### src/rtl/pipeline_issue_ctrl.sv
// pipeline_issue_ctrl: decode-to-stage-1 issue gate with writeback scoreboard and memory-port serialisation
module pipeline_issue_ctrl #(
  parameter int WB_LAT = 3
) (
  input  logic        clk,
  input  logic        reset,
  input  logic        dec_valid,
  input  logic [2:0]  num_Rm,
  input  logic [2:0]  num_Rn,
  input  logic [2:0]  num_Rd,
  input  logic [2:0]  used_RmRnRd,
  input  logic        write,
  input  logic [2:0]  writenum,
  input  logic [5:0]  inst_type,
  input  logic        mem_done,
  input  logic        flush,
  output logic        issue,
  output logic        stall,
  output logic [1:0]  stall_reason,
  output logic [7:0]  busy_mask,
  output logic        mem_busy,
  output logic [15:0] stall_cnt
);
  // Counting down from WB_LAT-1 releases the dependent exactly WB_LAT cycles after its producer
  localparam logic [2:0] LOAD_VAL = 3'(WB_LAT - 1);
  logic [7:0][2:0] cnt_q, cnt_d;
  logic [7:0]      ld_pend_q, ld_pend_d;
  logic            mem_busy_q, mem_busy_d;
  logic [15:0]     stall_cnt_q, stall_cnt_d;
  logic [7:0]      pend;
  logic            raw, waw, mem_hz, is_ld, is_mem;
  logic            unused_inst_bits;

  assign unused_inst_bits = ^inst_type[5:2];

  // Hazard evaluation, from registered state only (no same-cycle bypass)
  always_comb begin
    for (int r = 0; r < 8; r++) pend[r] = (cnt_q[r] != 3'd0) | ld_pend_q[r];
    is_ld        = inst_type[0];
    is_mem       = inst_type[0] | inst_type[1];
    raw          = (used_RmRnRd[2] & pend[num_Rm]) | (used_RmRnRd[1] & pend[num_Rn]) | (used_RmRnRd[0] & pend[num_Rd]);
    waw          = write & pend[writenum];
    mem_hz       = is_mem & mem_busy_q;
    issue        = dec_valid & ~flush & ~raw & ~waw & ~mem_hz;
    stall        = dec_valid & ~issue;
    stall_reason = (~dec_valid | flush) ? 2'b00 : raw ? 2'b01 : waw ? 2'b10 : mem_hz ? 2'b11 : 2'b00;
  end

  // Next state: ALU countdowns, load-pending bits, memory port and saturating stall counter
  always_comb begin
    for (int r = 0; r < 8; r++)
      cnt_d[r] = flush ? 3'd0 : (issue & write & ~is_ld & (writenum == 3'(r))) ? LOAD_VAL : cnt_q[r] - 3'(cnt_q[r] != 3'd0);
    ld_pend_d   = ((flush | (mem_done & mem_busy_q)) ? 8'h00 : ld_pend_q) | ({7'd0, issue & is_ld} << writenum);
    mem_busy_d  = flush ? 1'b0 : (issue & is_mem) ? 1'b1 : mem_done ? 1'b0 : mem_busy_q;
    stall_cnt_d = stall_cnt_q + 16'(stall & ~flush & (stall_cnt_q != 16'hFFFF));
  end

  // State registers, cleared asynchronously by reset
  always_ff @(posedge clk or posedge reset) begin
    if (reset) begin
      cnt_q       <= '0;
      ld_pend_q   <= '0;
      mem_busy_q  <= 1'b0;
      stall_cnt_q <= '0;
    end else begin
      cnt_q       <= cnt_d;
      ld_pend_q   <= ld_pend_d;
      mem_busy_q  <= mem_busy_d;
      stall_cnt_q <= stall_cnt_d;
    end
  end

  assign busy_mask = pend;
  assign mem_busy  = mem_busy_q;
  assign stall_cnt = stall_cnt_q;
endmodule

### config.mk
export PLATFORM = sky130hd
export DESIGN_NAME = pipeline_issue_ctrl
export DESIGN_NICKNAME = d
export VERILOG_FILES = /design/src/rtl/pipeline_issue_ctrl.sv
export SDC_FILE = /design/constraint.sdc
export NUM_CORES = 1
export LEC_CHECK = 0
export CORE_MARGIN = 2
export CORE_UTILIZATION = 24
export CTS_BUF_LIST = sky130_fd_sc_hd__clkbuf_4 sky130_fd_sc_hd__clkbuf_8
export DETAILED_ROUTE_END_ITERATION = 8
export HOLD_SLACK_MARGIN = 0.06
export PLACE_DENSITY = 0.42
export SLEW_MARGIN = 20
export SYNTH_ARGS = -nofsm -noshare
export SYNTH_HDL_FRONTEND = slang
export SYNTH_SLANG_ARGS = --single-unit
### constraint.sdc
create_clock -name clk -period 8.7 [get_ports clk]
set_clock_uncertainty 0.2 [all_clocks]
set_input_delay 1.74 -clock clk [delete_from_list [all_inputs] [get_ports clk]]
set_output_delay 1.74 -clock clk [all_outputs]
set_load 0.03 [all_outputs]
# After elaboration in Yosys (flattened, before gate mapping)

Cells that the tools add are included.

Add/subtract/negate cells: 9
Order comparisons: 4
Eq/ne operators: 8
Shift operators: 1
Mux-type cells: 32
Bitwise operators: 47
Reductions and logical operators: 10

Operators by type and width:

| kind                   | number |
|---|---|
| $mux W3                | 16 |
| $reduce_bool A3 Y1     | 9 |
| $sub A3 B1 Y3          | 8 |
| $and A1 B1 Y1          | 23 |
| $add A16 B16 Y16       | 1 |
| $and A1 B16 Y16        | 1 |
| $and A16 B1 Y16        | 1 |
| $lt A3 B4 Y1 const B   | 4 |
| $ne A16 B16 Y1 const B | 1 |
| $not A1 Y16            | 1 |
| $or A1 B1 Y1           | 13 |
| $bmux W1 S3            | 4 |
| $eq A3 B3 Y1 const B   | 4 |
| $mux W2                | 4 |
| $mux W8                | 1 |
| $or A8 B8 Y8           | 1 |
| $shl A1 B3 Y8          | 1 |
| $mux W1                | 7 |
| $not A1 Y1             | 7 |
| $eq A3 B2 Y1 const B   | 2 |
| $eq A3 B1 Y1 const B   | 1 |
| $logic_not A3 Y1       | 1 |

Flip-flop bits (word level): 49
Input bits: 27
Logic and storage cells: 122

# Depth between registers and ports, before layout

Gate-level depths: netlist of run 1.

Depth after elaboration: 16
Gate-level depth with buffers: 15
Depth with buffers taken out: 14

# Worst setup path before layout of run 1

Ideal clock, no wire load.

Kind: input to output
Start point: in writenum[0]
End point: out stall_reason[0]
Data arrival time: 3.407 ns
Data required time: 6.760 ns
Setup slack: 3.353 ns
Stages: 9
Buffers on the path: 2
Cell sequence: clkbuf_1 nor2b_1 clkbuf_1 a22oi_1 nand3_1 a21oi_1 nor2_1 nand2_1 a41oi_1

Cells in the longest elaborated chain, start to end: 6

RTL lines:

| element                       | line | source |
|---|---|---|
| start: declaration            | 13   | `input logic [2:0] writenum,` |
| $bmux W1 S3                   | 42   | `waw = write & pend[writenum];` |
| $mux W1 (not written as such) | 42   |  |
| $and A1 B1 Y1                 | 42   |  |
| $mux W2 (3 in series)         | 46   | `stall_reason = (~dec_valid \| flush) ? 2'b00 : raw ? 2'b01 : waw ? 2'b10 : mem_hz ? 2'b11 : 2'b00;` |
| end: declaration              | 19   | `output logic [1:0] stall_reason,` |

Every way passes these cells. The select of a mux whose other input is x is not followed.

# Worst setup path in the final report of run 1

Start point: in writenum[0]
End point: out issue

Cells in the longest elaborated chain, start to end: 6

RTL lines:

| element                       | line | source |
|---|---|---|
| $bmux W1 S3                   | 42   |  |
| $mux W1 (not written as such) | 42   |  |
| $and A1 B1 Y1                 | 42   |  |
| $not A1 Y1                    | 44   | `issue = dec_valid & ~flush & ~raw & ~waw & ~mem_hz;` |
| $and A1 B1 Y1 (2 in series)   | 44   |  |
| end: declaration              | 17   | `output logic issue,` |

Every way passes these cells. The select of a mux whose other input is x is not followed.

==> results of run 1 <==
## worst max-delay path by stage
stage | startpoint | end | slack (ns) | cells after the start
floorplan | writenum[0] | stall_reason[0] | 3.35 | 9
global placement | writenum[0] | stall | 1.85 | 9
detailed placement | writenum[0] | stall | 1.82 | 9
CTS | writenum[0] | stall | 1.80 | 9
global route | writenum[0] | issue | 1.54 | 9
finish | writenum[0] | issue | 1.86 | 9
## registers in the layout (all words and copies together), names as in the netlist
name and cells:
stall_cnt 16, cnt_q 24, mem_busy 1, ld_pend_q 8
## cell families after synthesis
logic type	count (synthesis)
AND/OR/NAND/NOR	111
AO/OA/AOI/OAI	51
XOR/XNOR	22
adder cells (fa/ha/maj)	19
flip-flops	49
multiplexers	3
buffers and inverters	46
## per-stage QoR
| stage | total power [µW] | instance area, µm² | setup WS [ns] | hold WS (ns) | util |
|---|---|---|---|---|---|
| 2_1_floorplan | 697 | 2910 | 3.35 | 0.251 | - |
| 3_3_place_gp | 869 | 3530 | 1.85 | 0.277 | 0.297 |
| 3_5_place_dp | 874 | 3530 | 1.82 | 0.279 | 0.297 |
| 4_1_cts | 1020 | 3630 | 1.80 | 0.300 | 0.304 |
| 5_1_grt | 1100 | 3630 | 1.54 | 0.329 | 0.304 |
| 6_report | 1010 | 3630 | 1.86 | 0.292 | 0.304 |
## where the power goes
part	leakage, µW	internal [µW]	switching [µW]
logic	0.000803	239	286
registers	0.000652	284	57.4
clock network	0.0000408	60.0	80.6
total	0.00150	582	424
## metal layers
metal  track usage  vias to the layer above  wire length, µm
li1              -                     1160                -
met5             0                        -                0
met3        0.0207                        4              309
met1         0.176                     1128             3820
met2         0.206                       62             3520
met4        0.0268                        0               69
## cells in the final DEF (no fill, tap or decap), types with 4 or more instances in the layout
| cell | count |
|---|---|
| sky130_fd_sc_hd__dfrtp_1 | 49 |
| sky130_fd_sc_hd__nor2b_1 | 4 |
| sky130_fd_sc_hd__buf_4 | 4 |
| sky130_fd_sc_hd__nand2_1 | 24 |
| sky130_fd_sc_hd__nor2_1 | 21 |
| sky130_fd_sc_hd__xnor2_1 | 20 |
| sky130_fd_sc_hd__inv_1 | 30 |
| sky130_fd_sc_hd__nand2b_1 | 4 |
| sky130_fd_sc_hd__nand4_1 | 6 |
| sky130_fd_sc_hd__ha_1 | 19 |
| sky130_fd_sc_hd__or3_1 | 8 |
| sky130_fd_sc_hd__clkbuf_8 | 5 |
| sky130_fd_sc_hd__a311oi_1 | 5 |
| sky130_fd_sc_hd__and2_1 | 4 |
| sky130_fd_sc_hd__nand3_1 | 14 |
| sky130_fd_sc_hd__a211oi_1 | 12 |
| sky130_fd_sc_hd__and3_1 | 4 |
| sky130_fd_sc_hd__nor4_2 | 5 |
| sky130_fd_sc_hd__clkdlybuf4s50_1 | 51 |
| sky130_fd_sc_hd__a31o_1 | 7 |
| sky130_fd_sc_hd__o21ai_0 | 10 |
## critical path, stage by stage
cell	delay [ns]
sky130_fd_sc_hd__clkdlybuf4s50_1	0.67
sky130_fd_sc_hd__nor2b_1	0.64
sky130_fd_sc_hd__nand2b_1	0.12
sky130_fd_sc_hd__nand4_1	0.12
sky130_fd_sc_hd__a31oi_1	0.05
sky130_fd_sc_hd__nor2_1	0.29
sky130_fd_sc_hd__nand3b_1	0.38
sky130_fd_sc_hd__inv_1	0.20
sky130_fd_sc_hd__clkdlybuf4s50_1	0.70
## layout make-up
cell class	instances	area [µm²]	area share
clock buffer	6	76.3	0.0210
tap	147	184	0.0507
sequential	49	1230	0.338
timing repair buffer	55	541	0.149
multi-input combinational	206	1470	0.405
inverter	31	116	0.0321
clock inverter	2	15.0	0.00414
==> flow_results.org, run 1 <==
** Status
- The flow ran to the end, and the final reports show no timing, DRC or antenna violations.

** Timing
- Max-Slew Margin vs Limit :: 0.347
- Setup violations remaining at the end of the flow were counted as 0.
- Final hold violations :: 0
- Final slew viol count :: 0
- Highest achievable clock rate :: approximately 150 MHz
- Final worst path period need :: between 6 and 7 ns
- Setup TNS :: 0 ns
- Transition time at the pin with the least slew margin :: between 0.9 and 1 ns
- Of the available clock period, the critical path in the final layout requires 0.787.
- Setup repair after global routing missed its margin :: no

** Clock tree
- In this run, post-CTS hold repair placed 0 buffers.
- CTS saw between 40 and 50 sinks.
- The tree is rooted in a sky130_fd_sc_hd__clkbuf_8.
- Number of H-tree branching levels :: 2
- Cts bufs inserted :: 5
- Register clock-pin slew on the reported worst setup and hold paths :: around 0.09 ns
- Once the clock tree was built, the setup fixing pass inserted 0 buffers.
- CTS tree :: built
- Post-CTS repair changed the size of 0 cells.
- No sink is reached through more buffers than the 2 on the longest clock path.
- Clock network latency to the later pin of the worst-skew pair :: roughly 0.30 ns

** Die
- Core Box Area :: approximately 12000 µm²
- Std cell rows :: 40
- For this design the top-level I/O count stands at 56.
- Die Span Y :: between 100 and 150 µm
- Horizontal die dimension :: between 100 and 150 µm
- Die ar. :: 13000 µm²
- Starting Density :: 0.244

** Setup path
- Setup slack of the worst register-to-register path :: between 4 and 5 ns
- The critical path is of the input port to primary output type.
- Startpoint of the most critical register-to-register path :: cnt_q[22]$_DFF_PP0_
- Measured in cells, the most critical reg-to-reg path has a length of 13.
- Critical path endpoint category :: primary output
- CP startpoint kind :: input port
- Required time at the worst-slack endpoint :: slightly below 7 ns
- Along the worst path, the maximum fanout reaches 10.
- Endpoint of the lowest-slack register-to-register path :: stall_cnt[6]$_DFF_PP0_
- Worst Path Arrival :: around 4.9 ns

** Synth
- After technology mapping, the gate count stands at ~300.
- Average instance area after synthesis :: 9.65 µm²
- Area share of and/or/nand/nor cells after synthesis :: 0.214
- Of the post-synthesis cell area, the dominant cell type holds 0.422.
- The commonest cells after synthesis are 49 x sky130_fd_sc_hd__dfrtp_1, 31 x sky130_fd_sc_hd__inv_1, 24 x sky130_fd_sc_hd__nand2_1.
- Synth Warn # :: 0
- EDFF count, synth :: 0
- Sequential share of the synthesized area :: 0.422
- The number of nets in the synthesized netlist is between 300 and 400.
- Post-synthesis cell type with the largest combined area :: sky130_fd_sc_hd__dfrtp_1
- Leading cell types by total area after synthesis :: sky130_fd_sc_hd__dfrtp_1 42%, sky130_fd_sc_hd__ha_1 8.2%, sky130_fd_sc_hd__xnor2_1 6.0%
- Summing every instance area after synthesis gives a little under 3000 µm².
- After synthesis, the largest family of logic cells by area is simple AND/OR/NAND/NOR gates.
- Dominant cell by count in the synthesized netlist :: sky130_fd_sc_hd__dfrtp_1
- Counting distinct cell types in the post-synthesis netlist gives between 40 and 50.
- Post-synthesis async set-or-reset flop share :: 1.00
- Of the total synthesized cell area, the portion taken by XOR and XNOR cells is 0.0663.
- Among all flip-flop cells after synthesis, the most frequent one is sky130_fd_sc_hd__dfrtp_1.
- The compound-gate portion of the synthesized area was 0.128.
- Synth Register Bits :: around 50
- After synthesis, the share of cell area in mux cells is 0.0151.
- Adder-cell share of the synthesized area :: 0.0818

** Global route
- The initial antenna violation count was 0.
- The number of global-route vias before repair was between 2000 and 2500.
- First-pass GRT wire length :: ~13 mm
- Maximum number of pins on one net before global-route repair :: 50
- For this run, the total global-route usage over all layers was measured as 0.126.
- GRT Residual Overflow :: 0

** Power and ir drop
- For this design the static power due to leakage is ~0.0015 µW.
- IR analysis of the VDD net gives a maximum drop of 0.000116 V.
- Power spread over the standard cell area amounts to ~280 nW/µm².

** Place
- Routability-driven placement finished with a final weighted congestion of between 0.7 and 0.8.
- Cell count after placement :: approximately 500
- Half-perimeter wire length after placement :: 5.37 mm
- PortBufs :: ~50

** Final layout
- Layout cell share with drive strength beyond 1 :: 0.0630
- After filler insertion, the fill cell instance count of the layout stands at around 1300.
- Area added between synthesis and finish :: 24.8%
- # nets final :: between 300 and 400
- Number of inserted diodes :: 0
- The count of cells in the finished layout, fillers not included, comes to just under 500.

** Job
- Count of maximum capacitance violations :: 0

** Drt
- Via count of the routed design :: 2354
- Remaining antenna violation count :: 0
- Post-detailed-route via-to-cell ratio :: between 4 and 5
- The first routing iteration left between 100 and 150 violations.
- Remaining routing DRC violations :: 0
- First-pass detailed-route iteration total :: 4
- Per-cell routed wire length :: roughly 16 µm
- Wires add up to approximately 7.7 mm.

** Worst hold path
- Worst Hold End :: ld_pend_q[4]$_DFF_PP0_
- The worst hold path passes through 2 cells.
- Worst hold-check path type :: register to register
- Start point of the worst min-delay path :: ld_pend_q[4]$_DFF_PP0_
Note: power is estimated with default switching activity, not from simulation.
==> run 2, diff against run 1 <==
- clock period: 8.7 -> 6.9 ns (I/O delays scaled with it)
==> run 2 against run 1 <==
Wire length down 1.0%. Sequential cell count did not move. Count of clock-buffer cells in the layout unchanged. Combinational power grew 26%. Utilization increased by 0.25 points. Hold slack better by 0.0076 ns. Via count fell by 0.21%. Final cell count up 0.60%. Critical path depth unchanged. Die area unchanged. Critical endpoint is now stall.
==> flow_results.org, run 2 (synthesized netlist as in run 1, its figures left out) <==
** Clock tree
- Longest Clk Path Bufs :: 2 (unchanged)
- Number of H-tree branching levels :: 2 (unchanged)
- Clock network latency to the later pin of the worst-skew pair :: 0.30 ns (about the same)
- The count of clock tree sinks was 49 (unchanged).
- Resize count post-CTS :: 0 (unchanged)
- The TritonCTS clock tree is built (unchanged).
- The number of buffers added by the clock tree synthesis step is 5 (unchanged).
- Number of setup buffers added after CTS :: 0 (unchanged)
- The buffer type at the clock tree root is sky130_fd_sc_hd__clkbuf_8 (unchanged).
- The count of hold buffers inserted by post-cts repair was 0 (unchanged).
- Register clock-pin slew on the reported worst setup and hold paths :: 0.10 ns (was 0.09 ns)

** Final layout
- Area added between synthesis and finish :: 25.8% (was 24.8%)
- # fillers :: 1242 (was 1257)
- Flip-flop count of the largest register, all copies and words added :: 24 (unchanged)
- The number of antenna cells inserted is 0 (unchanged).
- Storage element area :: 1230 µm² (unchanged)
- # nets final :: 397 (was 394)
- Commonest cells after routing, fill and taps aside: 51 x sky130_fd_sc_hd__clkdlybuf4s50_1, 49 x sky130_fd_sc_hd__dfrtp_1, 30 x sky130_fd_sc_hd__inv_1, 24 x sky130_fd_sc_hd__nand2_1, 21 x sky130_fd_sc_hd__nor2_1 (unchanged).
- Layout cell share with drive strength beyond 1 :: 0.0710 (was 0.0630)
- The area taken by multi-input logic gates was 1470 µm² (unchanged).
- Biggest register :: cnt_q (unchanged)
- The commonest non-fill, non-tap cell in the layout is sky130_fd_sc_hd__clkdlybuf4s50_1 (unchanged).

** Power and ir drop
- Peak supply drop :: 0.000129 V (was 0.000116 V)
- Share of power burned in combinational logic :: 0.519 (was 0.522)
- The switching power summed over all nets came to 533 µW (was 424 µW).
- Clock share of power :: 0.146 (was 0.140)
- The cell leakage power is 0.00152 µW (was 0.00150 µW).
- Internal portion of total power :: 743 µW (was 582 µW)
- Total power per unit cell area :: 349 nW/µm² (was 278 nW/µm²)
- Sequential share of power :: 0.335 (was 0.339)
- The switching power as a share of total power was 0.418 (was 0.422).

** Job
- Count of maximum capacitance violations :: 0 (unchanged)

** Die
- Starting Density :: 0.244 (unchanged)
- The core outline area came to 11900 µm² (unchanged).
- The row count is 40 (unchanged).
- The die area was 13000 µm² (unchanged).
- The die boundary height was 114 µm (unchanged).
- The x dimension of the die came to 114 µm (unchanged).
- IO Count :: 56 (unchanged)

** Drt
- The total wire length came to 7.64 mm (was 7.72 mm).
- Per-cell routed wire length :: 15.3 µm (was 15.6 µm)
- The remaining design rule violation count came to 0 (unchanged).
- Via count of the routed design :: 2349 (was 2354)
- The number of vias per cell after detailed routing was 4.71 (was 4.75).
- First-pass detailed-route iteration total :: 4 (unchanged)
- The initial detailed-routing violation count came to 83 (was 134).
- The number of nets still failing antenna checks after routing is 0 (unchanged).

** Global route
- Initial antenna violation count :: 0 (unchanged)
- The number of global-route vias before repair was 2463 (was 2484).
- The global-route usage over all layers is 0.124 (was 0.126).
- First-pass GRT wire length :: 12.8 mm (was 13.0 mm)
- GRT Residual Overflow :: 0 (unchanged)
- Maximum number of pins on one net before global-route repair :: 50 (unchanged)

** Worst hold path
- The class of the tightest hold or removal check is register to register (unchanged).

** Setup path
- The startpoint kind of the worst setup timing path is an input port (unchanged).
- Max Fanout on Critical Path :: 10 (unchanged)
- The arrival time of the worst setup path is 4.36 ns (was 4.90 ns).
- The classification of the worst setup path was input port to primary output (unchanged).
- Critical path endpoint category :: primary output (unchanged)
- The critical path data required time was 5.32 ns (was 6.76 ns).

** Place
- The quantity of I/O buffers inserted on ports came to 51 (unchanged).
- The global placement routability congestion is 0.740 (was 0.750).
- Half-perimeter wire length after placement :: 5.42 mm (was 5.37 mm)

** Status
- Status: complete, no violations (unchanged).

** Timing
- Highest achievable clock rate :: around 170 MHz
- Setup repair after global routing missed its margin: no (unchanged).
- The number of pins with negative max-slew slack in the final report is 0 (unchanged).
- The number of failing setup endpoints in the final timing report came to 0 (unchanged).
- Final-layout worst hold slack :: 0.299 ns (was 0.292 ns)
- The routed design could run at a clock period as short as roughly 5.9 ns.
- The final hold violation count came to 0 (unchanged).
- Setup TNS :: 0 ns (unchanged)
- Transition time at the pin with the least slew margin :: 0.977 ns (was 0.979 ns)
- Max-Slew Margin vs Limit :: 0.349 (was 0.347)
- Final clock period utilization by the worst path :: 0.861
-- run 2: changes by cell type in the layout (fill, tap and decap cells not counted), sizes merged --
cell,change
inv,+1
buf,+3
clkinvlp,-1
-- run 2: area by class of cell --
cell class | count | share of cell area
Multi-Input combinational cell | 206 | 0.401
Sequential cell | 49 | 0.335
Timing Repair Buffer | 58 | 0.154
Tap cell | 147 | 0.0503
Inverter | 31 | 0.0318
Clock buffer | 6 | 0.0226
Clock inverter | 2 | 0.00445
-- run 2: per-stage QoR --
stage | worst slack (ns) | instances | cell area [µm²] | power [µW] | util
2_1_floorplan | 2.27 | 301 | 2910 | 879 | -
3_3_place_gp | 0.903 | 491 | 3560 | 1100 | 0.299
3_5_place_dp | 0.894 | 491 | 3560 | 1100 | 0.299
4_1_cts | 0.880 | 499 | 3660 | 1300 | 0.307
5_1_grt | 0.628 | 499 | 3660 | 1390 | 0.307
6_report | 0.962 | 499 | 3660 | 1280 | 0.307
-- run 2: final timing paths --
check                                  startpoint                     end  slack (ns)  depth (start not counted)
min in group asynchronous                   reset  stall_cnt[7]$_DFF_PP0_        1.35                          3
setup / recovery                      writenum[0]                   stall        0.96                          9
hold reg to reg            stall_cnt[7]$_DFF_PP0_  stall_cnt[7]$_DFF_PP0_        0.30                          1
hold / removal             stall_cnt[7]$_DFF_PP0_  stall_cnt[7]$_DFF_PP0_        0.30                          1
max in group asynchronous                   reset     cnt_q[19]$_DFF_PP0_        4.70                          3
setup reg to reg              cnt_q[22]$_DFF_PP0_  stall_cnt[6]$_DFF_PP0_        2.93                         13
-- run 2: worst max-delay path, stage by stage --
cell                              delay, ns
sky130_fd_sc_hd__clkdlybuf4s50_1       0.57
sky130_fd_sc_hd__nor2_1                0.50
sky130_fd_sc_hd__a22oi_1               0.17
sky130_fd_sc_hd__nand4_1               0.12
sky130_fd_sc_hd__a31oi_1               0.04
sky130_fd_sc_hd__nor2_1                0.28
sky130_fd_sc_hd__nand3b_1              0.39
sky130_fd_sc_hd__and2_1                0.31
sky130_fd_sc_hd__clkdlybuf4s50_1       0.59
-- run 2: per-layer routing --
layer  up-vias  wire length, µm  track usage
met5         -                0            0
met4         0               60       0.0244
met3         6              530       0.0244
met2        67             3440        0.205
met1      1111             3610        0.170
li1       1165                -            -
-- run 2: power by group through the flow --
stage	clock, µW	combinational, µW	sequential, µW
final	186	663	427
after floorplan	0	431	448
after CTS	196	674	427
after global routing	205	740	442
after global placement	0	664	435
after detailed placement	0	671	432
==> run 3, diff against run 2 <==
- PLACE_DENSITY: 0.42 -> 0.44
- TNS_END_PERCENT: not set -> 20
- clock period: 6.9 -> 4.8 ns (I/O delays scaled with it)
==> run 3 against run 2 <==
Total power rose by 46%. Count of clock-buffer cells in the layout rose by 1. Setup slack got worse by 0.84 ns. Combinational power rose by 48%.
==> flow_results.org, run 3 (synthesized netlist as in run 1, its figures left out) <==
** Setup path
- Critical path endpoint category :: primary output (unchanged)
- The depth of the worst register-to-register path came to 14 (was 13).
- Max Fanout on Critical Path :: 2 (was 10)
- CP cell instances: clkdlybuf4s50_1, inv_1, mux4_2, nor2_1, nor4_2, nand4b_1, nand3b_1, and2_1, clkdlybuf4s50_1 (was clkdlybuf4s50_1, nor2_1, a22oi_1, nand4_1, a31oi_1, nor2_1, nand3b_1, and2_1, clkdlybuf4s50_1).
- Startpoint of the most critical register-to-register path :: cnt_q[17]$_DFF_PP0_ (was cnt_q[22]$_DFF_PP0_)
- CP startpoint kind :: input port (unchanged)
- The largest stage delay on the critical path is 0.59 ns (about the same).
- The critical-path cell with the highest stage delay is sky130_fd_sc_hd__clkdlybuf4s50_1 (unchanged).
- The most numerous cell type found on the critical path is sky130_fd_sc_hd__clkdlybuf4s50_1.
- Worst Path Arrival :: 3.51 ns (was 4.36 ns)
- The classification of the worst setup path is input port to primary output (unchanged).
- The critical path data required time came to 3.64 ns (was 5.32 ns).
- The slack of the worst reg-to-reg path is 1.21 ns (was 2.93 ns).
- The worst flop-to-flop path endpoint is stall_cnt[6]$_DFF_PP0_ (unchanged).

** Place
- Half-perimeter wire length after placement :: 5.48 mm (was 5.42 mm)
- The worst slack at placement was 0.169 ns (was 0.894 ns).
- The quantity of I/O buffers inserted on ports was 51 (unchanged).
- Weighted congestion reported at the end of routability-driven placement :: 0.752 (was 0.740)

** Timing
- The number of failing setup endpoints in the final timing report was 0 (unchanged).
- Final slew viol count :: 0 (unchanged)
- Setup TNS :: 0 ns (unchanged)
- Final hold violations :: 0 (unchanged)
- Highest achievable clock rate :: 214 MHz
- Crit path setup slack, layout :: 0.125 ns (was 0.962 ns)
- Max-Slew Margin vs Limit :: 0.517 (was 0.349)
- Transition time at the pin with the least slew margin :: 0.725 ns (was 0.977 ns)
- Setup repair after global routing missed its margin :: no (unchanged)
- The smallest clock period supported by the final layout is computed as roughly 4.7 ns.
- Final clock period utilization by the worst path :: 0.974

** Clock tree
- The number of H-tree levels was 2 (unchanged).
- The count of cells resized by post-cts repair was 0 (unchanged).
- The TritonCTS clock tree is built (unchanged).
- Cts bufs inserted :: 5 (unchanged)
- The clock transition at the register clock pins on the worst setup and hold paths after CTS is 0.09 ns (was 0.10 ns).
- Number of hold buffers added after cts :: 0 (unchanged)
- Number of setup buffers added after CTS :: 0 (unchanged)
- Longest Clk Path Bufs :: 2 (unchanged)
- The count of clock tree sinks came to 49 (unchanged).
- The clock network latency to the later pin of the worst-skew pair came to 0.30 ns (about the same).
- Cell at the root of the clock tree :: sky130_fd_sc_hd__clkbuf_8 (unchanged)

** Job
- The max-capacitance violation count came to 0 (unchanged).

** Die
- IO Count :: 56 (unchanged)
- Die ar. :: 13000 µm² (unchanged)
- Starting Density :: 0.244 (unchanged)
- The x dimension of the die was 114 µm (unchanged).
- The core outline area came to 11900 µm² (unchanged).
- Die Span Y :: 114 µm (unchanged)
- The row count was 40 (unchanged).

** Power and ir drop
- The cell leakage power is 0.00157 µW (was 0.00152 µW).
- The worst supply voltage drop on vdd is 0.000222 V (was 0.000129 V).
- NetSw :: 757 µW (was 533 µW)
- Internal portion of total power :: 1110 µW (was 743 µW)
- Share of power burned in combinational logic :: 0.525 (was 0.519)
- Clock share of power :: 0.144 (was 0.146)
- Sequential share of power :: 0.331 (was 0.335)
- The switching power as a share of total power came to 0.405 (was 0.418).
- Total power per unit cell area :: 502 nW/µm² (was 349 nW/µm²)

** Global route
- The number of global-route vias before repair is 2482 (was 2463).
- The initial antenna violation count came to 0 (unchanged).
- Global router's overall resource usage :: 0.121 (was 0.124)
- The global-route wire length before repair was 12.6 mm (was 12.8 mm).
- Maximum number of pins on one net before global-route repair :: 30 (was 50)
- GRT Residual Overflow :: 0 (unchanged)

** Worst hold path
- Start point of the worst min-delay path :: ld_pend_q[0]$_DFF_PP0_ (was stall_cnt[7]$_DFF_PP0_)
- The class of the tightest hold or removal check is register to register (unchanged).
- Worst Hold End :: ld_pend_q[0]$_DFF_PP0_ (was stall_cnt[7]$_DFF_PP0_)
- The count of cells along the worst hold path is 2 (was 1).

** Drt
- The length of the first detailed-routing pass in iterations is 6 (was 4).
- The total via count in the routed design was 2359 (was 2349).
- The total wire length came to 7.52 mm (was 7.64 mm).
- The remaining design rule violation count was 0 (unchanged).
- The post-detailed-route wirelength per cell is 14.8 µm (was 15.3 µm).
- Remaining antenna violation count :: 0 (unchanged)
- The initial detailed-routing violation count was 121 (was 83).
- The number of vias per cell after detailed routing came to 4.64 (was 4.71).

** Final layout
- The area growth from synthesis to layout is 28.1% (was 25.8%).
- Commonest cells after routing, fill and taps aside: 49 x sky130_fd_sc_hd__dfrtp_1, 49 x sky130_fd_sc_hd__clkdlybuf4s50_1, 30 x sky130_fd_sc_hd__inv_1, 24 x sky130_fd_sc_hd__nand2_1, 21 x sky130_fd_sc_hd__nor2_1 (was 51 x sky130_fd_sc_hd__clkdlybuf4s50_1, 49 x sky130_fd_sc_hd__dfrtp_1, 30 x sky130_fd_sc_hd__inv_1, 24 x sky130_fd_sc_hd__nand2_1, 21 x sky130_fd_sc_hd__nor2_1).
- The number of flip-flops in the largest register came to 24 (unchanged).
- Number of inserted diodes :: 0 (unchanged)
- Biggest register :: cnt_q (unchanged)
- Layout cell share with drive strength beyond 1 :: 0.0997 (was 0.0710)
- The final net count is 406 (was 397).

** Status
- Status: complete, no violations (unchanged).
==> run 3: cell count changes in the layout (fill, tap and decap cells not counted), sizes merged <==
cell           change
buf               +11
clkdlybuf4s50      -2
clkbuf             +1
clkinv             +1
clkinvlp           -1
inv                -1
==> run 3: metrics by stage <==
stage / utilization / instances / total power [µW] / hold slack, ns / cell area (µm²)
floorplan: - / 301 / 1260 / 0.251 / 2910
global placement: 0.304 / 500 / 1600 / 0.277 / 3620
detailed placement: 0.304 / 500 / 1620 / 0.277 / 3620
CTS: 0.312 / 508 / 1890 / 0.298 / 3720
global route: 0.312 / 508 / 2030 / 0.323 / 3720
finish: 0.312 / 508 / 1870 / 0.296 / 3720
==> run 3: final cells by class <==
class | instances | area, µm²
clock inverter | 1 | 5.00
inverter | 31 | 116
clock buffer | 7 | 96.3
multi-input combinational | 206 | 1470
timing repair buffer | 67 | 626
fill | 1254 | 8190
tap | 147 | 184
sequential | 49 | 1230
==> run 3: how the worst max path moves through the flow <==
stage / startpoint / end
floorplan: writenum[0] / stall_reason[0]
global placement: num_Rm[0] / stall
detailed placement: num_Rm[0] / stall
CTS: num_Rm[0] / stall
global route: num_Rm[0] / stall
finish: num_Rm[0] / stall
==> run 3: layer usage <==
layer / wire length, µm / GRT usage / share of wire
met1: 3730 / 0.171 / 0.50
met2: 3220 / 0.184 / 0.43
met3: 453 / 0.0287 / 0.060
met4: 109 / 0.0341 / 0.015
met5: 0 / 0 / 0
==> run 3: worst max-delay path, delay by kind of cell <==
family                 cells  cell delay [ns]
buffers and inverters      3             1.16
multiplexers               1             0.33
AND/OR/NAND/NOR            5             1.07
==> run 3: power groups by stage <==
stage          sequential [µW]  combinational (µW)  clock, µW
2_1_floorplan              644                 620          0
3_3_place_gp               624                 979          0
3_5_place_dp               624                 993          0
4_1_cts                    617                 997        279
5_1_grt                    638                1100        299
6_report                   618                 980        269
